## src/rtl/prog_timer_counter_pkg.sv

```systemverilog
// Shared definitions for the programmable timer/counter: count-mode encodings.
// Pure type package; no logic, no latency, no flow control.
package prog_timer_counter_pkg;

  typedef enum logic [1:0] {
    MODE_FREE    = 2'b00,
    MODE_MODULO  = 2'b01,
    MODE_ONESHOT = 2'b10,
    MODE_RSVD    = 2'b11
  } mode_e;

endpackage

```

## src/rtl/prog_timer_counter_tick_prescaler.sv

```systemverilog
// Divides clk down to a one-cycle tick every (prescale+1) enabled cycles.
// Tick is combinational off the registered divider; en low freezes the divider, clear restarts it.
module prog_timer_counter_tick_prescaler #(
  parameter int PRESCALE_W = 4
) (
  input  logic                  clk,
  input  logic                  rst_n,
  input  logic                  en,
  input  logic                  clear,
  input  logic [PRESCALE_W-1:0] prescale,
  output logic                  tick
);

  logic [PRESCALE_W-1:0] pre_cnt;

  // Lowering prescale below pre_cnt simply lets the divider wrap round.
  assign tick = en & (pre_cnt == prescale);

  always_ff @(posedge clk or negedge rst_n) begin
    if (!rst_n) begin
      pre_cnt <= '0;
    end else if (clear || tick) begin
      pre_cnt <= '0;
    end else if (en) begin
      pre_cnt <= pre_cnt + 1'b1;
    end
  end

endmodule

```

## src/rtl/prog_timer_counter.sv

```systemverilog
// Programmable up/down timer/counter with FREE, MODULO and ONESHOT modes and a terminal-count pulse.
// count/tc/done are registered, one clk after the tick or load; load is accepted regardless of en.
module prog_timer_counter
  import prog_timer_counter_pkg::*;
#(
  parameter int WIDTH      = 8,
  parameter int PRESCALE_W = 4
) (
  input  logic                  clk,
  input  logic                  rst_n,
  input  logic                  en,
  input  logic                  load,
  input  logic [WIDTH-1:0]      load_val,
  input  logic                  dir_down,
  input  logic [1:0]            mode,
  input  logic [WIDTH-1:0]      limit,
  input  logic [PRESCALE_W-1:0] prescale,
  output logic [WIDTH-1:0]      count,
  output logic                  tc,
  output logic                  done,
  output logic                  running
);

  mode_e            mode_s;
  logic             tick;
  logic [WIDTH-1:0] step_val;
  logic [WIDTH-1:0] term_val;
  logic             at_term;
  logic [WIDTH-1:0] count_nxt;
  logic             tc_nxt;
  logic             done_nxt;

  assign mode_s  = mode_e'(mode);
  assign running = en & ~done;

  prog_timer_counter_tick_prescaler #(
    .PRESCALE_W (PRESCALE_W)
  ) u_prescaler (
    .clk      (clk),
    .rst_n    (rst_n),
    .en       (en),
    .clear    (load),
    .prescale (prescale),
    .tick     (tick)
  );

  assign step_val = dir_down ? (count - 1'b1) : (count + 1'b1);
  // Reserved mode counts like FREE, so only MODULO/ONESHOT up-counting stops at limit.
  assign term_val = dir_down ? '0 :
                    ((mode_s == MODE_MODULO) || (mode_s == MODE_ONESHOT)) ? limit : '1;
  assign at_term  = (count == term_val);

  always_comb begin
    count_nxt = count;
    tc_nxt    = 1'b0;
    done_nxt  = done;
    if (load) begin
      count_nxt = load_val;
      done_nxt  = 1'b0;
    end else if (tick && !done) begin
      case (mode_s)
        MODE_MODULO: begin
          if (dir_down) begin
            if (count == '0) begin
              count_nxt = limit;
              tc_nxt    = 1'b1;
            end else begin
              count_nxt = step_val;
            end
          end else if (count >= limit) begin
            // Also catches a count left above limit by a load or a limit change.
            count_nxt = '0;
            tc_nxt    = 1'b1;
          end else begin
            count_nxt = step_val;
          end
        end
        MODE_ONESHOT: begin
          if (at_term) begin
            done_nxt = 1'b1;
            tc_nxt   = 1'b1;
          end else begin
            count_nxt = step_val;
          end
        end
        default: begin
          count_nxt = step_val;
          tc_nxt    = at_term;
        end
      endcase
    end else if (done && (mode_s != MODE_ONESHOT)) begin
      done_nxt = 1'b0;
    end
  end

  always_ff @(posedge clk or negedge rst_n) begin
    if (!rst_n) begin
      count <= '0;
      tc    <= 1'b0;
      done  <= 1'b0;
    end else begin
      count <= count_nxt;
      tc    <= tc_nxt;
      done  <= done_nxt;
    end
  end

endmodule
```

## config.mk

```make
export PLATFORM = sky130hd
export DESIGN_NAME = prog_timer_counter
export DESIGN_NICKNAME = d
export VERILOG_FILES = /design/src/rtl/prog_timer_counter_pkg.sv /design/src/rtl/prog_timer_counter_tick_prescaler.sv /design/src/rtl/prog_timer_counter.sv
export SDC_FILE = /design/constraint.sdc
export NUM_CORES = 1
export LEC_CHECK = 0
export BUFFER_PORTS_ARGS = -buffer_cell sky130_fd_sc_hd__buf_2
export CELL_PAD_IN_SITES_DETAIL_PLACEMENT = 0
export CELL_PAD_IN_SITES_GLOBAL_PLACEMENT = 1
export CORE_AREA = 2 2 67 69
export DETAILED_ROUTE_END_ITERATION = 8
export DIE_AREA = 0 0 69 71
export PLACE_DENSITY = 0.83
export SYNTH_ARGS = -nofsm -noshare
export SYNTH_HDL_FRONTEND = slang
export SYNTH_SLANG_ARGS = --single-unit
```

## constraint.sdc

```tcl
create_clock -name clk -period 2.5 [get_ports clk]
set_input_delay 0.125 -clock clk [delete_from_list [all_inputs] [get_ports clk]]
set_output_delay 0.125 -clock clk [all_outputs]
set_load 0.03 [all_outputs]
```

==> flow_summary_export.csv, run 1 <==
group,metric,value,unit
outcome,outcome,"finished, final reports clean",
placement,portBuffers,37,
critical_path,timing.rr.end,"count[7]",
sta,worst_pin_slew,395.4,ps
grt,grt-ovfl-total,0,
critical_path,critPathMaxStageDelay,430,ps
sta,rsz0062_at_grt,"no",
hold_path,worstHoldStart,"load_val[5]",
critical_path,cp.arrival,2490,ps
sta,maxSlewHeadroom,73.40,%
logic_synthesis,yosys_warnings,0,
critical_path,crit_top_cell,"a211oi_1",
sta,fin_crit_sh,93.70,%
logic_synthesis,yosys-top-cells-area,"dfrtp_1 21%, ha_1 13%, o21ai_0 4.9%, xor2_1 4.3%, a21oi_1 4.0%",
logic_synthesis,synth-main-ff-cell,"dfrtp_1",
grt,grt_pass1_vias,1604,
logic_synthesis,synth_top_cell_by_area,"dfrtp_1",
finish,final-seq-area,350.3,sq um
sta,setup_viol,0,
logic_synthesis,synth_top_area_share,21.47,%
critical_path,r2r_cells,9,
sta,fin_skew,2.265,ps
critical_path,cp-endpoint,"count[7]",
placement,pre_cts_ws,104.6,ps
critical_path,worstReg2RegStart,"count[0]",
critical_path,path_class,"flip-flop to flip-flop",
logic_synthesis,async_flop_share,100.0,%
logic_synthesis,synth_edf_count,0,
pwr,power_density,596.2,nW/um^2
sta,min_period,2342,ps
route,drt-wirelength-per-cell,14.70,um
critical_path,required,2650,ps
floorplanning,die_h,71,um
route,routed_wl,4366,um
logic_synthesis,netlist_instances,201,
sta,maxSlewViolCount,0,
critical_path,crit_chain,"inv_1 > ha_1 > nand2b_1 > a211oi_1 > o21ai_0 > a41oi_1 > nor2_1 > a211o_1 > a211oi_1",
clock_tree,clk-insertion-delay-late,240,ps
route,via_count,1641,
grt,grt_usage,18.53,%
finish,fillerInstances,454,
clock_tree,ctsRootBufferMaster,"clkbuf_8",
finish,area_delta_synth_final,21.01,%
route,firstDrtPassIters,4,
finish,final_nets,291,
logic_synthesis,syn-cell-area,1632,sq um
route,ant_nets,0,
critical_path,rrSetupSlack,160,ps
critical_path,end_kind,"flip-flop",
pwr,p_leak,0.9293,nW
route,drtIter0Drc,88,
placement,routabilityCongestion,0.9110,
logic_synthesis,ys_seq_area_share,21.47,%
logic_synthesis,syn_area_per_cell,8.117,sq um
placement,dp.final_hpwl,3534,um
floorplanning,io_pins,38,
sta,fin_tns_setup,0,ps
floorplanning,start_util,38.81,%
logic_synthesis,synth_fp_nets,246,
critical_path,cp-start-kind,"flip-flop",
logic_synthesis,synth_cell_types,45,
clock_tree,clk_pin_slew,60,ps
floorplanning,std_cell_rows,24,
flow_run,cap_violations,0,
finish,drive_gt1_share,24.08,%
floorplanning,die_w,69,um
grt,grt_max_degree,18,
clock_tree,cts_max_path_buffers,2,
grt,antenna_found_initial,0,
clock_tree,clock-sinks,14,
finish,antenna_cells,0,
grt,grt_pass1_wl,7424,um
sta,layout_setup_ws,157.6,ps
pwr,worst_ir_drop_vdd,0.3256,mV
route,drc_errors,0,
critical_path,cp-startpoint,"count[0]",
route,post_drt_via_cell_ratio,5.525,
clock_tree,numCtsBuffers,3,
sta,hold_viol,0,
clock_tree,tritoncts,"built",
sta,max_freq,426.9,MHz
critical_path,slowest_stage,"dfrtp_1",
clock_tree,h-tree-depth,1,
hold_path,min_path_type,"primary input to flip-flop",
critical_path,cp_max_fo,5,
floorplanning,core,4204,sq um
finish,multi_input_comb_area,1170,sq um
floorplanning,dieArea,4899,sq um
clock_tree,post_cts_buffers,0,
logic_synthesis,ys_ff_latch,14,
## cells by family (layout without fill, tap and decap cells)
group           after synthesis  count (layout)  synth area share (%)
fa+ha+maj                    18              18                 14.26
flops                        14              14                 21.47
buf+inv                      25              69                 6.825
mux                           4               4                 2.684
simple gates                 63              63                 19.94
xor+xnor                     13              13                 6.979
compound gates               64              64                 27.84
## critical path: cells and delay by family, from the launching register on
family	cells	cell delay [ps]
AO/OA/AOI/OAI	5	1190
flip-flops	1	430
adder cells (fa/ha/maj)	1	260
buffers and inverters	1	80
AND/OR/NAND/NOR	2	270
## cells in the final DEF, fill, tap and decap left out, types with 3 or more instances in the layout
master,instances
o21ai_0,16
nand3_1,5
o211ai_1,3
a211oi_1,4
a21o_1,5
nand2_1,11
buf_4,10
nand2b_1,4
o2111ai_1,3
inv_1,16
nor2_1,17
nor3_1,9
xnor2_1,5
nor4b_1,4
a2bb2oi_1,3
o21a_1,3
dfrtp_1,14
mux2_2,3
buf_2,37
xor2_1,8
a21oi_1,13
ha_1,17
clkbuf_8,4
## repair_timing
action	in CTS	in global routing
setup endpoints to repair	0	0
hold endpoints to repair	14	0
hold buffers	1	0
resized for setup	0	0
## where the power goes
part	leakage (nW)	internal (mW)	switching (mW)
Combinational	0.726	0.272	0.340
Sequential	0.175	0.261	0.0855
Clock	0.0288	0.139	0.0791
Total	0.929	0.673	0.504
## flip-flops by register name, indices dropped and copies added, names as in the netlist
register             cells
count                    8
done                     1
tc                       1
u_prescaler.pre_cnt      4
## stage by stage
| step | util (%) | area, sq um | cells | hold slack (ps) | power, mW |
|---|---|---|---|---|---|
| after detailed placement | 45.42 | 1909 | 292 | 46.62 | 0.9599 |
| after global routing | 46.96 | 1974 | 297 | 142.8 | 1.289 |
| after floorplan | - | 1632 | 201 | -170.6 | 0.7722 |
| after global placement | 45.42 | 1909 | 292 | 43.60 | 0.9538 |
| after CTS | 46.96 | 1974 | 297 | 120.3 | 1.187 |
| final | 46.96 | 1974 | 297 | 124.5 | 1.177 |
## synth_stat cells (3+ instances only)
library cell / n
ha_1: 17
nor2_1: 17
inv_1: 16
o21ai_0: 16
dfrtp_1: 14
a21oi_1: 13
nand2_1: 11
nor3_1: 9
xor2_1: 8
a21o_1: 5
nand3_1: 5
xnor2_1: 5
a211oi_1: 4
nand2b_1: 4
nor4b_1: 4
a2bb2oi_1: 3
clkbuf_1: 3
mux2_2: 3
o2111ai_1: 3
o211ai_1: 3
o21a_1: 3
## how the worst min path moves through the flow
stage / end / slack [ps] / depth (start not counted)
3_3_place_gp: tc / 40 / 1
3_5_place_dp: tc / 50 / 1
2_1_floorplan: count[0] / -170 / 0
6_report: count[5] / 120 / 2
4_1_cts: count[5] / 120 / 2
5_1_grt: count[5] / 140 / 2
## routing by layer
metal,vias up,wire length [um],GRT usage (%)
li1,830,-,-
met1,760,1997,24.50
met2,42,2066,30.98
met3,9,178,2.137
met4,0,123,7.407
met5,-,0,0
## cell type report
| cell class | count | area share (%) |
|---|---|---|
| multi-input cells | 162 | 59.25 |
| flip-flops and latches | 14 | 17.74 |
| repair buffers | 48 | 13.69 |
| well taps | 52 | 3.295 |
| inverters | 17 | 3.232 |
| clock buffers | 4 | 2.788 |
Note: power is estimated with default switching activity, not from simulation.
==> run 2: changes to the inputs <==
--- a/config.mk
+++ b/config.mk
@@ -5,13 +5,14 @@
 export SDC_FILE = /design/constraint.sdc
 export NUM_CORES = 1
 export LEC_CHECK = 0
-export BUFFER_PORTS_ARGS = -buffer_cell sky130_fd_sc_hd__buf_2
 export CELL_PAD_IN_SITES_DETAIL_PLACEMENT = 0
 export CELL_PAD_IN_SITES_GLOBAL_PLACEMENT = 1
-export CORE_AREA = 2 2 67 69
+export CORE_AREA = 2 2 64 66
 export DETAILED_ROUTE_END_ITERATION = 8
-export DIE_AREA = 0 0 69 71
-export PLACE_DENSITY = 0.83
+export DIE_AREA = 0 0 66 68
+export DONT_BUFFER_PORTS = 1
+export PLACE_DENSITY = 0.78
+export SKIP_LAST_GASP = 1
 export SYNTH_ARGS = -nofsm -noshare
 export SYNTH_HDL_FRONTEND = slang
 export SYNTH_SLANG_ARGS = --single-unit
==> flow_summary_export.csv, run 2 (synthesis results as in run 1) <==
group,metric,value,unit
placement,dp.final_hpwl,3637,um
clock_tree,clk-insertion-delay-late,250,ps
flow_run,cap_violations,0,
finish,final_nets,260,
floorplanning,core,3856,sq um
sta,max_freq,433.3,MHz
route,firstDrtPassIters,4,
clock_tree,numCtsBuffers,3,
sta,worst_pin_slew,708.4,ps
sta,fin_skew,4.006,ps
hold_path,min_path_type,"primary input to flip-flop",
outcome,outcome,"finished, final reports clean",
floorplanning,die_h,68,um
critical_path,end_kind,"flip-flop",
grt,grt_pass1_wl,7251,um
floorplanning,std_cell_rows,23,
critical_path,r2r_cells,8,
floorplanning,io_pins,38,
clock_tree,h-tree-depth,1,
finish,final_cell_mix,"17 x nor2_1, 17 x ha_1, 16 x inv_1, 16 x o21ai_0, 15 x buf_4",
finish,area_delta_synth_final,12.42,%
finish,fillerInstances,399,
route,ant_nets,0,
grt,use_met1,25.05,%
sta,setup_viol,0,
finish,reg.largest.list,"count: 8 flops, u_prescaler.pre_cnt: 4 flops",
critical_path,cp-start-kind,"flip-flop",
clock_tree,clk_pin_slew,60,ps
floorplanning,dieArea,4488,sq um
placement,portBuffers,0,
critical_path,path_class,"flip-flop to flip-flop",
finish,largest_register,"count",
critical_path,required,2660,ps
critical_path,cp_max_fo,6,
finish,antenna_cells,0,
route,routed_wl,4593,um
pwr,p_leak,0.8095,nW
clock_tree,cts_max_path_buffers,2,
sta,hold_viol,0,
route,drc_errors,0,
sta,fin_crit_sh,92.32,%
route,via_count,1573,
grt,grt-busiest-layer,"met2",
clock_tree,clock-sinks,14,
finish,drive_gt1_share,12.62,%
finish,postLayoutCoreUtil,47.57,%
grt,met3_usage,3.783,%
route,drtIter0Drc,64,
sta,maxSlewHeadroom,52.61,%
floorplanning,die_w,66,um
clock_tree,ctsRootBufferMaster,"clkbuf_8",
floorplanning,start_util,42.31,%
pwr,power_density,639.6,nW/um^2
route,drt-wirelength-per-cell,17.40,um
clock_tree,tritoncts,"built",
finish,largest_reg_flops,8,
pwr,worst_ir_drop_vdd,0.2873,mV
critical_path,cp.arrival,2460,ps
grt,grt_pass1_vias,1545,
grt,grt-ovfl-total,0,
placement,routabilityCongestion,0.8809,
sta,min_period,2308,ps
hold_path,whs_path_depth,2,
route,post_drt_via_cell_ratio,5.958,
grt,use_met2,36.87,%
sta,fin_tns_setup,0,ps
grt,grt_max_degree,20,
sta,rsz0062_at_grt,"no",
grt,antenna_found_initial,0,
grt,grt_usage,20.79,%
sta,maxSlewViolCount,0,
run 2: layer usage:
layer,part of all wire (%),vias up
li1,-,772
met5,0,-
met3,5.2,10
met4,2.4,0
met1,43,750
met2,49,41
run 2: critical path, cell delays in order (launching register included):
cell and delay (ps):
dfrtp_1 460, ha_1 300, a21o_1 190, a211oi_1 250
nor2_1 120, o41ai_2 250, xnor2_1 140, a211o_1 300
a211oi_1 220
run 2: timing repair:
action,in CTS,in global routing
endpoints found under the hold margin,16,0
hold buffers,2,0
setup buffers,0,0
gates resized for setup,0,0
run 2: power by group:
| part | switching, mW | internal (mW) |
|---|---|---|
| Sequential | 0.0835 | 0.261 |
| Clock | 0.0858 | 0.140 |
| Combinational | 0.334 | 0.269 |
| Total | 0.503 | 0.670 |
run 2: layout make-up:
type	count	area (sq um)	share of cell area, %
Tap cell	50	62.56	3.411
Multi-Input combinational cell	162	1170	63.78
Inverter	17	63.81	3.479
Timing Repair Buffer	17	132.6	7.231
Clock buffer	4	55.05	3.001
Sequential cell	14	350.3	19.10
run 2: path summary, 6_finish.rpt:
check	start	slack, ps	end
worst min register to register	u_prescaler.pre_cnt[2]	590	u_prescaler.pre_cnt[2]
min in group asynchronous	rst_n	370	count[7]
max in group asynchronous	rst_n	1680	count[5]
worst min-delay path	en	40	u_prescaler.pre_cnt[0]
worst max register to register	count[1]	190	count[7]
worst max-delay path	count[1]	190	count[7]
run 2: per-stage QoR:
step	setup slack [ps]	area (sq um)	cells	power (mW)	hold slack, ps
final	192.0	1834	264	1.173	35.07
after global routing	65.09	1834	264	1.256	38.80
after CTS	232.6	1834	264	1.174	30.59
after detailed placement	74.20	1759	258	0.9391	-170.3
after global placement	99.49	1759	258	0.9142	-170.2
after floorplan	16.58	1632	201	0.7722	-170.6
==> run 3: changes to the inputs <==
--- a/config.mk
+++ b/config.mk
@@ -12,6 +12,7 @@
 export DIE_AREA = 0 0 66 68
 export DONT_BUFFER_PORTS = 1
 export PLACE_DENSITY = 0.78
+export RECOVER_POWER = 50
 export SKIP_LAST_GASP = 1
 export SYNTH_ARGS = -nofsm -noshare
 export SYNTH_HDL_FRONTEND = slang
==> flow_summary_export.csv, run 3 (synthesis results as in run 1) <==
group,metric,value,unit
outcome,outcome,"finished, final reports clean",
route,firstDrtPassIters,4,
route,post_drt_via_cell_ratio,5.977,
finish,fin_cells,264,
sta,maxSlewViolCount,0,
finish,largest_register,"count",
hold_path,min_path_type,"primary input to flip-flop",
route,drtIter0Drc,64,
finish,antenna_cells,0,
hold_path,worstHoldStart,"en",
sta,worst_pin_slew,706.3,ps
critical_path,required,2660,ps
route,drc_errors,0,
critical_path,cp-start-kind,"flip-flop",
hold_path,min_to,"u_prescaler.pre_cnt[0]",
sta,max_freq,433.7,MHz
finish,final_nets,260,
grt,grt_pass1_vias,1545,
floorplanning,dieArea,4488,sq um
floorplanning,die_h,68,um
placement,dp_cells,258,
placement,place_area,1759,sq um
route,ant_nets,0,
placement,routabilityCongestion,0.8809,
sta,min_period,2306,ps
grt,grt_usage,20.79,%
grt,grt-ovfl-total,0,
sta,rsz0062_at_grt,"no",
sta,maxSlewHeadroom,52.76,%
clock_tree,ctsRootBufferMaster,"clkbuf_8",
clock_tree,clock-sinks,14,
clock_tree,cts_max_path_buffers,2,
sta,fin_skew,3.856,ps
finish,fillerInstances,400,
finish,largest_reg_flops,8,
hold_path,whs_path_depth,2,
critical_path,cp.arrival,2460,ps
clock_tree,h-tree-depth,1,
sta,fin_tns_setup,0,ps
critical_path,worstReg2RegStart,"count[1]",
route,via_count,1578,
critical_path,path_class,"flip-flop to flip-flop",
placement,portBuffers,0,
clock_tree,numCtsBuffers,3,
sta,setup_viol,0,
critical_path,timing.rr.end,"count[7]",
floorplanning,die_w,66,um
critical_path,end_kind,"flip-flop",
sta,fin_crit_sh,92.22,%
sta,hold_viol,0,
route,drt-wirelength-per-cell,17.22,um
finish,drive_gt1_share,12.15,%
critical_path,rrSetupSlack,190,ps
finish,final_cell_mix,"17 x nor2_1, 17 x ha_1, 16 x inv_1, 16 x o21ai_0",
critical_path,r2r_cells,8,
floorplanning,start_util,42.31,%
critical_path,cp_max_fo,6,
clock_tree,clk-insertion-delay-late,250,ps
pwr,worst_ir_drop_vdd,0.2869,mV
grt,grt_max_degree,20,
pwr,p_leak,0.8058,nW
flow_run,cap_violations,0,
finish,area_delta_synth_final,12.19,%
placement,dp.final_hpwl,3637,um
clock_tree,tritoncts,"built",
floorplanning,std_cell_rows,23,
grt,grt_pass1_wl,7251,um
grt,antenna_found_initial,0,
floorplanning,core,3856,sq um
clock_tree,post_cts_buffers,0,
pwr,power_density,638.5,nW/um^2
floorplanning,io_pins,38,
route,routed_wl,4545,um
finish,reg.largest.list,"count: 8 flops, u_prescaler.pre_cnt: 4 flops",
finish,fin_area,1831,sq um
clock_tree,clk_pin_slew,60,ps
## run 3: cell count changes in the layout (fill, tap and decap cells not counted), sizes merged
cell / delta
buf: -1
clkbuf: +1
## run 3: worst max path at each step
stage                   from       end  slack (ps)  cells after the start
floorplan           count[0]  count[7]          20                      9
global placement     mode[0]  count[2]         100                      9
detailed placement   mode[0]  count[3]          70                      9
CTS                 count[1]  count[7]         230                      8
global route        count[1]  count[7]          70                      8
finish              count[1]  count[7]         190                      8
## run 3: layer usage
layer	routed length, um	vias to the layer above	global-route usage [%]
li1	-	773	-
met1	1956	747	25.05
met2	2231	49	36.87
met3	249	9	3.783
met4	107	0	8.163
met5	0	-	0
## run 3: repair_timing
action                    CTS  global route
gates resized for setup     0             0
hold endpoints to repair   16             0
hold buffers                2             0
## run 3: critical path, cell delays in order (launching register included)
cell and delay [ps]:
dfrtp_1 450, ha_1 300, a21o_1 190, a211oi_1 250
nor2_1 120, o41ai_2 250, xnor2_1 140, a211o_1 300
a211oi_1 220
## run 3: power breakdown
part | total [mW] | switching [mW] | internal [mW]
logic | 0.599 | 0.332 | 0.267
registers | 0.345 | 0.0833 | 0.261
clock network | 0.225 | 0.0855 | 0.140
total | 1.17 | 0.501 | 0.668
## run 3: area by class of cell
class	count	area [sq um]	share of cell area, %
multi-input cells	162	1170	63.91
flip-flops and latches	14	350.3	19.14
repair buffers	17	128.9	7.040
inverters	17	63.81	3.486
well taps	50	62.56	3.418
clock buffers	4	55.05	3.008
## run 3: through the flow
step                setup slack [ps]  total power, mW  util [%]  hold slack (ps)
CTS                            232.6            1.174     47.57            30.59
floorplan                      16.58           0.7722         -           -170.6
detailed placement             74.20           0.9391     45.62           -170.3
finish                         194.5            1.169     47.47            35.44
global placement               99.49           0.9142     45.62           -170.2
global route                   65.86            1.253     47.47            38.80
